--- config.mk ---
export PLATFORM = sky130hd
export DESIGN_NAME = touch_filter
export DESIGN_NICKNAME = d
export VERILOG_FILES = /design/src/rtl/touch_filter.sv
export SDC_FILE = /design/constraint.sdc
export NUM_CORES = 1
export LEC_CHECK = 0
export CAP_MARGIN = 20
export CORE_ASPECT_RATIO = 0.9
export CORE_MARGIN = 2
export CORE_UTILIZATION = 25
export DETAILED_ROUTE_END_ITERATION = 16
export SYNTH_ARGS = -nofsm -noshare
export SYNTH_HDL_FRONTEND = slang
export SYNTH_SLANG_ARGS = --single-unit
--- constraint.sdc ---
create_clock -name clk -period 3.16 [get_ports clk]
set_clock_uncertainty 0.05 [all_clocks]
set_input_delay 0.632 -clock clk [delete_from_list [all_inputs] [get_ports clk]]
set_output_delay 0.632 -clock clk [all_outputs]
set_load 0.005 [all_outputs]
--- src/rtl/touch_filter.sv ---
// Touchscreen sample conditioner: averages bursts of 2^AVG_LOG2 pen-down samples,
// rejects bursts whose per-axis spread is too large, and paces coordinate output.
module touch_filter #(
    parameter int unsigned AVG_LOG2   = 2,
    parameter int unsigned MAX_SPREAD = 64,
    parameter int unsigned HOLDOFF    = 3
) (
    input  logic        clk,
    input  logic        reset,
    input  logic        en,
    input  logic        pen_down,
    input  logic        sample_valid,
    input  logic [11:0] x_raw,
    input  logic [11:0] y_raw,
    output logic        pos_ready,
    output logic [11:0] x_pos,
    output logic [11:0] y_pos,
    output logic [7:0]  reject_count
);

    localparam int unsigned SW     = 12 + AVG_LOG2;
    localparam int unsigned CW     = AVG_LOG2 + 1;
    localparam int unsigned HW     = (HOLDOFF > 1) ? $clog2(HOLDOFF) : 1;
    localparam int unsigned NBURST = 1 << AVG_LOG2;

    typedef enum logic [2:0] {S_IDLE, S_ACCUM, S_CHECK, S_EMIT, S_HOLD} state_t;

    state_t         r_state;
    logic [SW-1:0]  r_sum_x;
    logic [SW-1:0]  r_sum_y;
    logic [11:0]    r_min_x;
    logic [11:0]    r_max_x;
    logic [11:0]    r_min_y;
    logic [11:0]    r_max_y;
    logic [CW-1:0]  r_cnt;
    logic [HW-1:0]  r_hold;
    logic [11:0]    r_x_pos;
    logic [11:0]    r_y_pos;
    logic [7:0]     r_reject;

    logic           w_first;
    logic           w_last;
    logic           w_accept;
    logic [11:0]    w_spread_x;
    logic [11:0]    w_spread_y;
    logic [11:0]    w_min_x;
    logic [11:0]    w_max_x;
    logic [11:0]    w_min_y;
    logic [11:0]    w_max_y;

    // The first sample of a burst seeds both trackers.
    assign w_first    = (r_cnt == '0);
    assign w_last     = (r_cnt == CW'(NBURST - 1));
    assign w_min_x    = (w_first || x_raw < r_min_x) ? x_raw : r_min_x;
    assign w_max_x    = (w_first || x_raw > r_max_x) ? x_raw : r_max_x;
    assign w_min_y    = (w_first || y_raw < r_min_y) ? y_raw : r_min_y;
    assign w_max_y    = (w_first || y_raw > r_max_y) ? y_raw : r_max_y;
    assign w_spread_x = r_max_x - r_min_x;
    assign w_spread_y = r_max_y - r_min_y;
    assign w_accept   = ({1'b0, w_spread_x} <= 13'(MAX_SPREAD)) &&
                        ({1'b0, w_spread_y} <= 13'(MAX_SPREAD));

    assign pos_ready    = (r_state == S_EMIT);
    assign x_pos        = r_x_pos;
    assign y_pos        = r_y_pos;
    assign reject_count = r_reject;

    always_ff @(posedge clk) begin
        if (reset) begin
            r_state  <= S_IDLE;
            r_sum_x  <= '0;
            r_sum_y  <= '0;
            r_min_x  <= '0;
            r_max_x  <= '0;
            r_min_y  <= '0;
            r_max_y  <= '0;
            r_cnt    <= '0;
            r_hold   <= '0;
            r_x_pos  <= '0;
            r_y_pos  <= '0;
            r_reject <= '0;
        end else if (en) begin
            // Outside ACCUM the burst is always empty; CHECK reads the old values before they clear.
            if (r_state != S_ACCUM) begin
                r_sum_x <= '0;
                r_sum_y <= '0;
                r_min_x <= '0;
                r_max_x <= '0;
                r_min_y <= '0;
                r_max_y <= '0;
                r_cnt   <= '0;
            end
            case (r_state)
                S_IDLE: begin
                    if (pen_down) r_state <= S_ACCUM;
                end
                S_ACCUM: begin
                    if (!pen_down) begin
                        r_sum_x <= '0;
                        r_sum_y <= '0;
                        r_min_x <= '0;
                        r_max_x <= '0;
                        r_min_y <= '0;
                        r_max_y <= '0;
                        r_cnt   <= '0;
                        r_state <= S_IDLE;
                    end else if (sample_valid) begin
                        r_sum_x <= r_sum_x + SW'(x_raw);
                        r_sum_y <= r_sum_y + SW'(y_raw);
                        r_min_x <= w_min_x;
                        r_max_x <= w_max_x;
                        r_min_y <= w_min_y;
                        r_max_y <= w_max_y;
                        r_cnt   <= r_cnt + CW'(1);
                        if (w_last) r_state <= S_CHECK;
                    end
                end
                S_CHECK: begin
                    if (w_accept) begin
                        r_x_pos <= 12'(r_sum_x >> AVG_LOG2);
                        r_y_pos <= 12'(r_sum_y >> AVG_LOG2);
                        r_state <= S_EMIT;
                    end else begin
                        if (r_reject != 8'hFF) r_reject <= r_reject + 8'd1;
                        r_state <= pen_down ? S_ACCUM : S_IDLE;
                    end
                end
                S_EMIT: begin
                    r_hold  <= '0;
                    r_state <= S_HOLD;
                end
                S_HOLD: begin
                    if (r_hold == HW'(HOLDOFF - 1)) begin
                        r_state <= pen_down ? S_ACCUM : S_IDLE;
                    end else begin
                        r_hold <= r_hold + HW'(1);
                    end
                end
                default: r_state <= S_IDLE;
            endcase
        end
    end

endmodule

==> metrics.cfg, run 1 <==
[worst_setup_path]
cp_data_arrival_time_ns = 3.62
cp_slowest_cell = a222oi_1
reg2reg_depth = 13
worst-path-buf-inv = 3
required_ns = 3.43
criticalPathCategory = reg2reg
r2r_slack_ns = -0.19
critPathCaptureType = flip-flop
r2r-end = reject_count[0]
crit_family = compound AO/OA/AOI/OAI gates
critPathLaunchType = flip-flop
cp_cell_sequence = inv_2 > ha_4 > o21ai_4 > a211oi_2 > o221a_1 > or4_1 > a222oi_1 > nand4_1 > nor4_4 > buf_6 > buf_6 > nor2_4 > mux2_4
path_common_cell = buf_6
path_max_fanout = 5
r2r-start = r_min_x[2]
slowest_delay_ns = 0.51

[final_layout]
syn_to_final_growth_pct = 34.2
fin_area_mm2 = 0.0103
diodes = 0
utilization = 0.342
fill_cells = 3141
layout-drive-gt1-share = 0.209
final_nets = 1171
fin_cells = 1458

[grt]
grt-ovfl-total = 0
grt_usage = 0.135
antenna_found_initial = 0
grt_first_pass_wirelength_mm = 34.8
grt_pass1_vias = 6878
grt_max_degree = 71

[synthesis]
synth_cell_types = 65
synth-edff-count = 0
synth.avg_cell_area_um2 = 8.51
synth-seq-cells = 116
ys_async_sr_fraction = 0
synth_flop_cell = dfxtp_1
yosysWarnings = 0
syn_area_mm2 = 0.00764
yosysSeqAreaShare = 0.304
syn-num-nets = 1026
syn_inst = 898

[pwr]
ir_worst_vdd_mv = 0.498
power.density_mw_per_mm2 = 420
power_w = 0.00430
power_leakage_nw = 4.00

[clocking]
clock-sinks = 116
cts_root_buffer = clkbuf_16
htreeDepth = 4
ctsHoldBuffers = 0
cts_tree = done
cts_inserted_buffers = 17
clk_latency_ns = 0.43
clkTransAtPathRegs_ns = 0.06
clockBufferDepth = 2

[placement]
place_ws_ns = -0.432
io_buffers = 61
post-dp-hpwl_mm = 16.2
gp_congestion = 0.809
placed_area_mm2 = 0.00931
dp_cells = 1420

[run]
max_cap_viol_count = 0

[timing]
postLayoutSetupSlackWorst_ns = -0.194
tightest_slew_ns = 0.838
slew_headroom = 0.439
post-route-min-period_ns = 3.35
hold_viol = 0
clock.fmax_ghz = 0.298
rsz0062_at_grt = yes
setup_violations = 34
final.period_utilization = 1.06
slew_viol_final = 0

[floorplanning]
core_area_mm2 = 0.0300
initial_utilization = 0.255
die-area_mm2 = 0.0320
die_width_um = 188
row_count = 60
die_y_um = 170
io_pins = 62

[outcome]
status = complete, but fails checks
violations = negative setup slack

[routing]
ant_nets = 0
dr.pass1.iters = 5
routedWlPerCell_um = 14.6
drc = 0
via_per_inst = 4.87
wirelength_mm = 21.3
drt_iter0_markers = 373
routed-via-count = 7098

[worst_hold_path]
whs_endpoint = r_hold[1]
hp-class = reg2reg
min_path_cells = 2
min_from = r_hold[1]

## through the flow
step / hold slack, ns / setup TNS, ns
after floorplan: 0.386 / 0
after detailed placement: 0.404 / -21.34
after global routing: 0.440 / -9.00
after CTS: 0.415 / -6.50
final: 0.412 / -4.28
after global placement: 0.397 / -19.94
## cells in the final DEF (no fill, tap or decap), types with 18 or more instances in the layout
master | synthesis | routed
dfxtp_1 | 116 | 101
nor2_1 | 102 | 96
ha_1 | 97 | 90
buf_4 | 3 | 89
inv_1 | 72 | 65
clkdlybuf4s50_1 | 0 | 60
a21oi_1 | 55 | 49
nand2b_1 | 45 | 45
a22oi_1 | 36 | 36
nand2_1 | 30 | 30
o21ai_0 | 33 | 27
a22o_1 | 25 | 25
o21ai_2 | 20 | 23
nand4b_1 | 22 | 22
clkbuf_16 | 0 | 18
## synth_stat cells (all sizes together), types with 6 or more instances
cell type  number  area (um^2)
dfxtp         116         2320
nor2          102          383
ha             97         1210
inv            72          270
a21oi          55          275
o21ai          54          345
nand2b         45          282
a22oi          36          270
nand2          31          119
clkbuf         30          113
a22o           25          219
nand4b         22          193
a21o           17          128
nand3          15         75.1
nor2b          14         87.6
nor3           13         65.1
or3            13         81.3
xnor2          13          114
nand4          12         75.1
and2           10         62.6
o21a            9         67.6
a211oi          8         60.1
o2111ai         7         61.3
a31oi           6         37.5
buf             6         73.8
xor2            6         52.6
## what timing repair did
action                                  4_1_cts  5_1_grt
resized for setup                            39       40
pin swaps                                    21       18
cloned                                        0        1
setup buffers                                 5        2
endpoints found under the setup margin       34       59
## registers in the layout, summed over array words and instances (netlist names)
name          flops
r_min_y          12
y_pos            12
r_cnt             3
reject_count      8
r_hold            2
r_max_x          12
x_pos            12
r_max_y          12
r_state           3
r_sum_y          14
r_sum_x          14
r_min_x          12
## final cells by class
type	count	area, um^2	area share
multi-input cells	674	5060	0.493
flip-flops and latches	116	2340	0.228
repair buffers	162	1480	0.144
well taps	403	504	0.0492
clock buffers	17	425	0.0415
inverters	72	270	0.0264
clock inverters	14	179	0.0175
## worst max-delay path by stage
stage / to / slack (ns) / cells past startpoint / start
finish: reject_count[0] / -0.19 / 13 / r_min_x[2]
global route: reject_count[0] / -0.32 / 14 / r_max_y[0]
CTS: reject_count[0] / -0.25 / 12 / r_min_x[4]
detailed placement: reject_count[0] / -0.43 / 12 / r_min_x[2]
global placement: x_pos[3] / -0.43 / 12 / r_min_x[2]
floorplan: x_pos[0] / 0.08 / 12 / r_min_x[4]
## tightest hold or removal path: cells and delay by family, from the launching register on
kind | cells | cell delay [ns]
flops | 1 | 0.31
simple gates | 1 | 0.05
compound gates | 1 | 0.05
## power by group
part / internal, W / switching [W]
clock: 0.00124 / 0.000761
sequential: 0.00148 / 0.0000165
combinational: 0.000392 / 0.000411
## cells by family (layout without fill, tap and decap cells)
family | Yosys count | after routing | synth area share
and+or+nand+nor | 298 | 298 | 0.209
AOI/OAI and AO/OA | 250 | 250 | 0.230
DFF | 116 | 116 | 0.304
buffers and inverters | 108 | 265 | 0.0598
adders and majority gates | 99 | 99 | 0.164
xor gates and xnor gates | 19 | 19 | 0.0218
muxes | 8 | 8 | 0.0110
## metal layers
| metal | global-route usage | vias up | part of all wire |
|---|---|---|---|
| met5 | 0 | - | 0 |
| met1 | 0.183 | 3363 | 0.48 |
| met2 | 0.220 | 144 | 0.47 |
| li1 | - | 3573 | - |
| met4 | 0.0346 | 0 | 0.011 |
| met3 | 0.0276 | 18 | 0.040 |
Note: power is estimated with default switching activity, not from simulation.
==> inputs of run 2 (changes only) <==
Settings changed: CTS_CLUSTER_SIZE set to 24.
==> results of run 2 <==
Same layout as run 1: the final DEF is identical, and so are final timing and power.
==> inputs of run 3 (changes only) <==
Settings changed: CORE_UTILIZATION 25 to 54, PLACE_DENSITY set to 0.78.
==> run 3 against run 2 <==
Effect of this change: the flow still finishes with violations (negative setup slack); die area shrank 53%; clock power shrank 7%; count of clock-buffer cells in the layout grew 8; sequential cell count is the same; routed wire length grew 3.4%; setup slack gained 0.064 ns; sequential power is essentially flat; register-to-register slack gained 0.06 ns; first-iteration DRC count grew 66%; global-route usage grew 16 points; design area shrank 0.83%; sequential share of layout area grew 0.18 points; critical endpoint unchanged; largest power group unchanged.
==> metrics.cfg, run 3 (synthesized netlist as in run 1, its figures left out) <==
[timing]
postLayoutSetupSlackWorst_ns = -0.130  ; +0.0641 ns
post-route-min-period_ns = 3.29  ; -0.0641 ns
final.period_utilization = 1.04  ; -0.0203
setup_violations = 31  ; -8.8%
slew_viol_final = 0  ; unchanged
clock.fmax_ghz = 0.304  ; +1.9%
slew_headroom = 0.520  ; +0.0810
rsz0062_at_grt = yes
hold_viol = 0  ; unchanged
holdWs_ns = 0.409  ; -0.00285 ns
tightest_slew_ns = 0.720  ; -0.118 ns

[final_layout]
fill_cells = 1003  ; -68%
fin_area_mm2 = 0.0102  ; -0.83%
top_regs = r_sum_x x14, r_sum_y x14
diodes = 0  ; unchanged
syn_to_final_growth_pct = 33.1
final_common_cell = dfxtp_1
final_cell_mix = 102 x dfxtp_1, 99 x buf_4, 95 x nor2_1
final_nets = 1186  ; +1.3%
layout-drive-gt1-share = 0.214  ; +0.00569

[worst_setup_path]
cp_slowest_cell = a222oi_1
reg2reg_depth = 14  ; +1
path_common_cell = nor2_4
criticalPathCategory = reg2reg
cp_data_arrival_time_ns = 3.55  ; -0.07 ns
slowest_delay_ns = 0.45  ; -0.06 ns
critPathCaptureType = flip-flop
path_max_fanout = 6  ; +1
critPathLaunchType = flip-flop
cp_cell_sequence = inv_2 > ha_4 > nor2_4 > a21oi_4 > a211o_1 > a311o_1 > a222oi_1 > nand4_1 > nor4_4 > buf_4 > buf_6 > buf_8 > nor2_4 > mux2_4
required_ns = 3.42  ; about the same

[run]
max_cap_viol_count = 0  ; unchanged

[outcome]
violations = negative setup slack
status = complete, but fails checks

[placement]
gp_congestion = 0.879  ; +8.6%
placed_area_mm2 = 0.00904  ; -2.9%
io_buffers = 61  ; unchanged
post-dp-hpwl_mm = 14.4  ; -11%

[clocking]
ctsHoldBuffers = 0  ; unchanged
clkTransAtPathRegs_ns = 0.06  ; about the same
clk_latency_ns = 0.42  ; about the same
htreeDepth = 4  ; unchanged
clockBufferDepth = 2  ; unchanged
clock-sinks = 116  ; unchanged
cts_root_buffer = clkbuf_16
cts_inserted_buffers = 17  ; unchanged
cts_tree = done

[grt]
grt_usage = 0.293  ; +0.157
antenna_found_initial = 0  ; unchanged
grt_max_degree = 75  ; +5.6%
grt_first_pass_wirelength_mm = 34.6  ; -0.44%
grt-ovfl-total = 0  ; unchanged
grt_pass1_vias = 7329  ; +6.6%

[routing]
via_per_inst = 5.87  ; +20%
drt_iter0_markers = 619  ; +66%
routedWlPerCell_um = 17.4  ; +19%
dr.pass1.iters = 5  ; unchanged
drc = 0  ; unchanged
routed-via-count = 7403  ; +4.3%
wirelength_mm = 22.0  ; +3.4%
ant_nets = 0  ; unchanged

[floorplanning]
io_pins = 62  ; unchanged
die-area_mm2 = 0.0151  ; -53%
initial_utilization = 0.549  ; +0.294
core_area_mm2 = 0.0139  ; -54%
row_count = 41  ; -32%
die_width_um = 129  ; -31%
die_y_um = 117  ; -31%

[pwr]
power.density_mw_per_mm2 = 421  ; +0.34%
ir_worst_vdd_mv = 0.372  ; -25%
power_leakage_nw = 4.11  ; +2.7%

[worst_hold_path]
hp-class = reg2reg
min_path_cells = 2  ; unchanged

==> run 3: changes by cell type in the layout (fill, tap and decap cells not counted), moves of 4 or more <==
cell | previous run | this run
buf_4 | 89 | 99
a21oi_2 | 6 | 1
clkbuf_1 | 0 | 5
a21oi_1 | 49 | 53
clkinv_4 | 4 | 0
==> run 3: path summary, 6_finish.rpt <==
kind | slack, ns | startpoint | end
max reg2reg | -0.13 | r_min_y[2] | reject_count[0]
min | 0.41 | r_hold[1] | r_hold[1]
max | -0.13 | r_min_y[2] | reject_count[0]
min reg2reg | 0.41 | r_hold[1] | r_hold[1]
==> run 3: cell type report <==
| cell class | count | area [um^2] | share of cell area |
|---|---|---|---|
| clock buffer | 25 | 485 | 0.0477 |
| clock inverter | 5 | 75.1 | 0.00738 |
| inverter | 72 | 270 | 0.0266 |
| multi-input combinational | 674 | 5100 | 0.501 |
| sequential | 116 | 2340 | 0.230 |
| tap | 193 | 241 | 0.0238 |
| timing repair buffer | 177 | 1660 | 0.163 |
==> run 3: critical path: cells and delay by family (launching register included) <==
kind / cells / cell delay (ns)
buf+inv: 4 / 0.46
mux: 1 / 0.32
fa+ha+maj: 1 / 0.17
simple gates: 4 / 0.60
compound gates: 4 / 1.25
flops: 1 / 0.34
==> run 3: per-stage QoR <==
step	total power, W	instances	setup WS, ns	util	TNS (ns)
floorplan	0.00191	898	0.0805	-	0
global placement	0.00213	1211	-0.200	0.650	-8.34
detailed placement	0.00214	1211	-0.242	0.650	-12.97
CTS	0.00423	1258	-0.0986	0.718	-1.35
global route	0.00442	1262	-0.154	0.731	-2.81
finish	0.00428	1262	-0.130	0.731	-1.52
==> run 3: layer usage <==
metal  vias up  share of wire  global-route usage  wire, um
met5         -              0                   0         0
met4         0          0.029               0.133       641
met3        66          0.049              0.0582      1080
met2       229           0.48               0.498     10600
met1      3522           0.44               0.361      9680
li1       3586              -                   -         -
==> run 3: timing repair <==
item / in CTS / in global routing
gates resized for setup: 39 / 50
setup buffers: 13 / 7
endpoints found under the setup margin: 34 / 70
pin swaps: 36 / 20
gates cloned: 4 / 1
hold endpoints to repair: 0 / 0
==> run 3: where the power goes <==
group	switching, W	leakage, nW	internal [W]
clock	0.000664	0.277	0.00121
sequential	0.0000182	0.942	0.00148
combinational	0.000444	2.89	0.000465
total	0.00113	4.11	0.00315
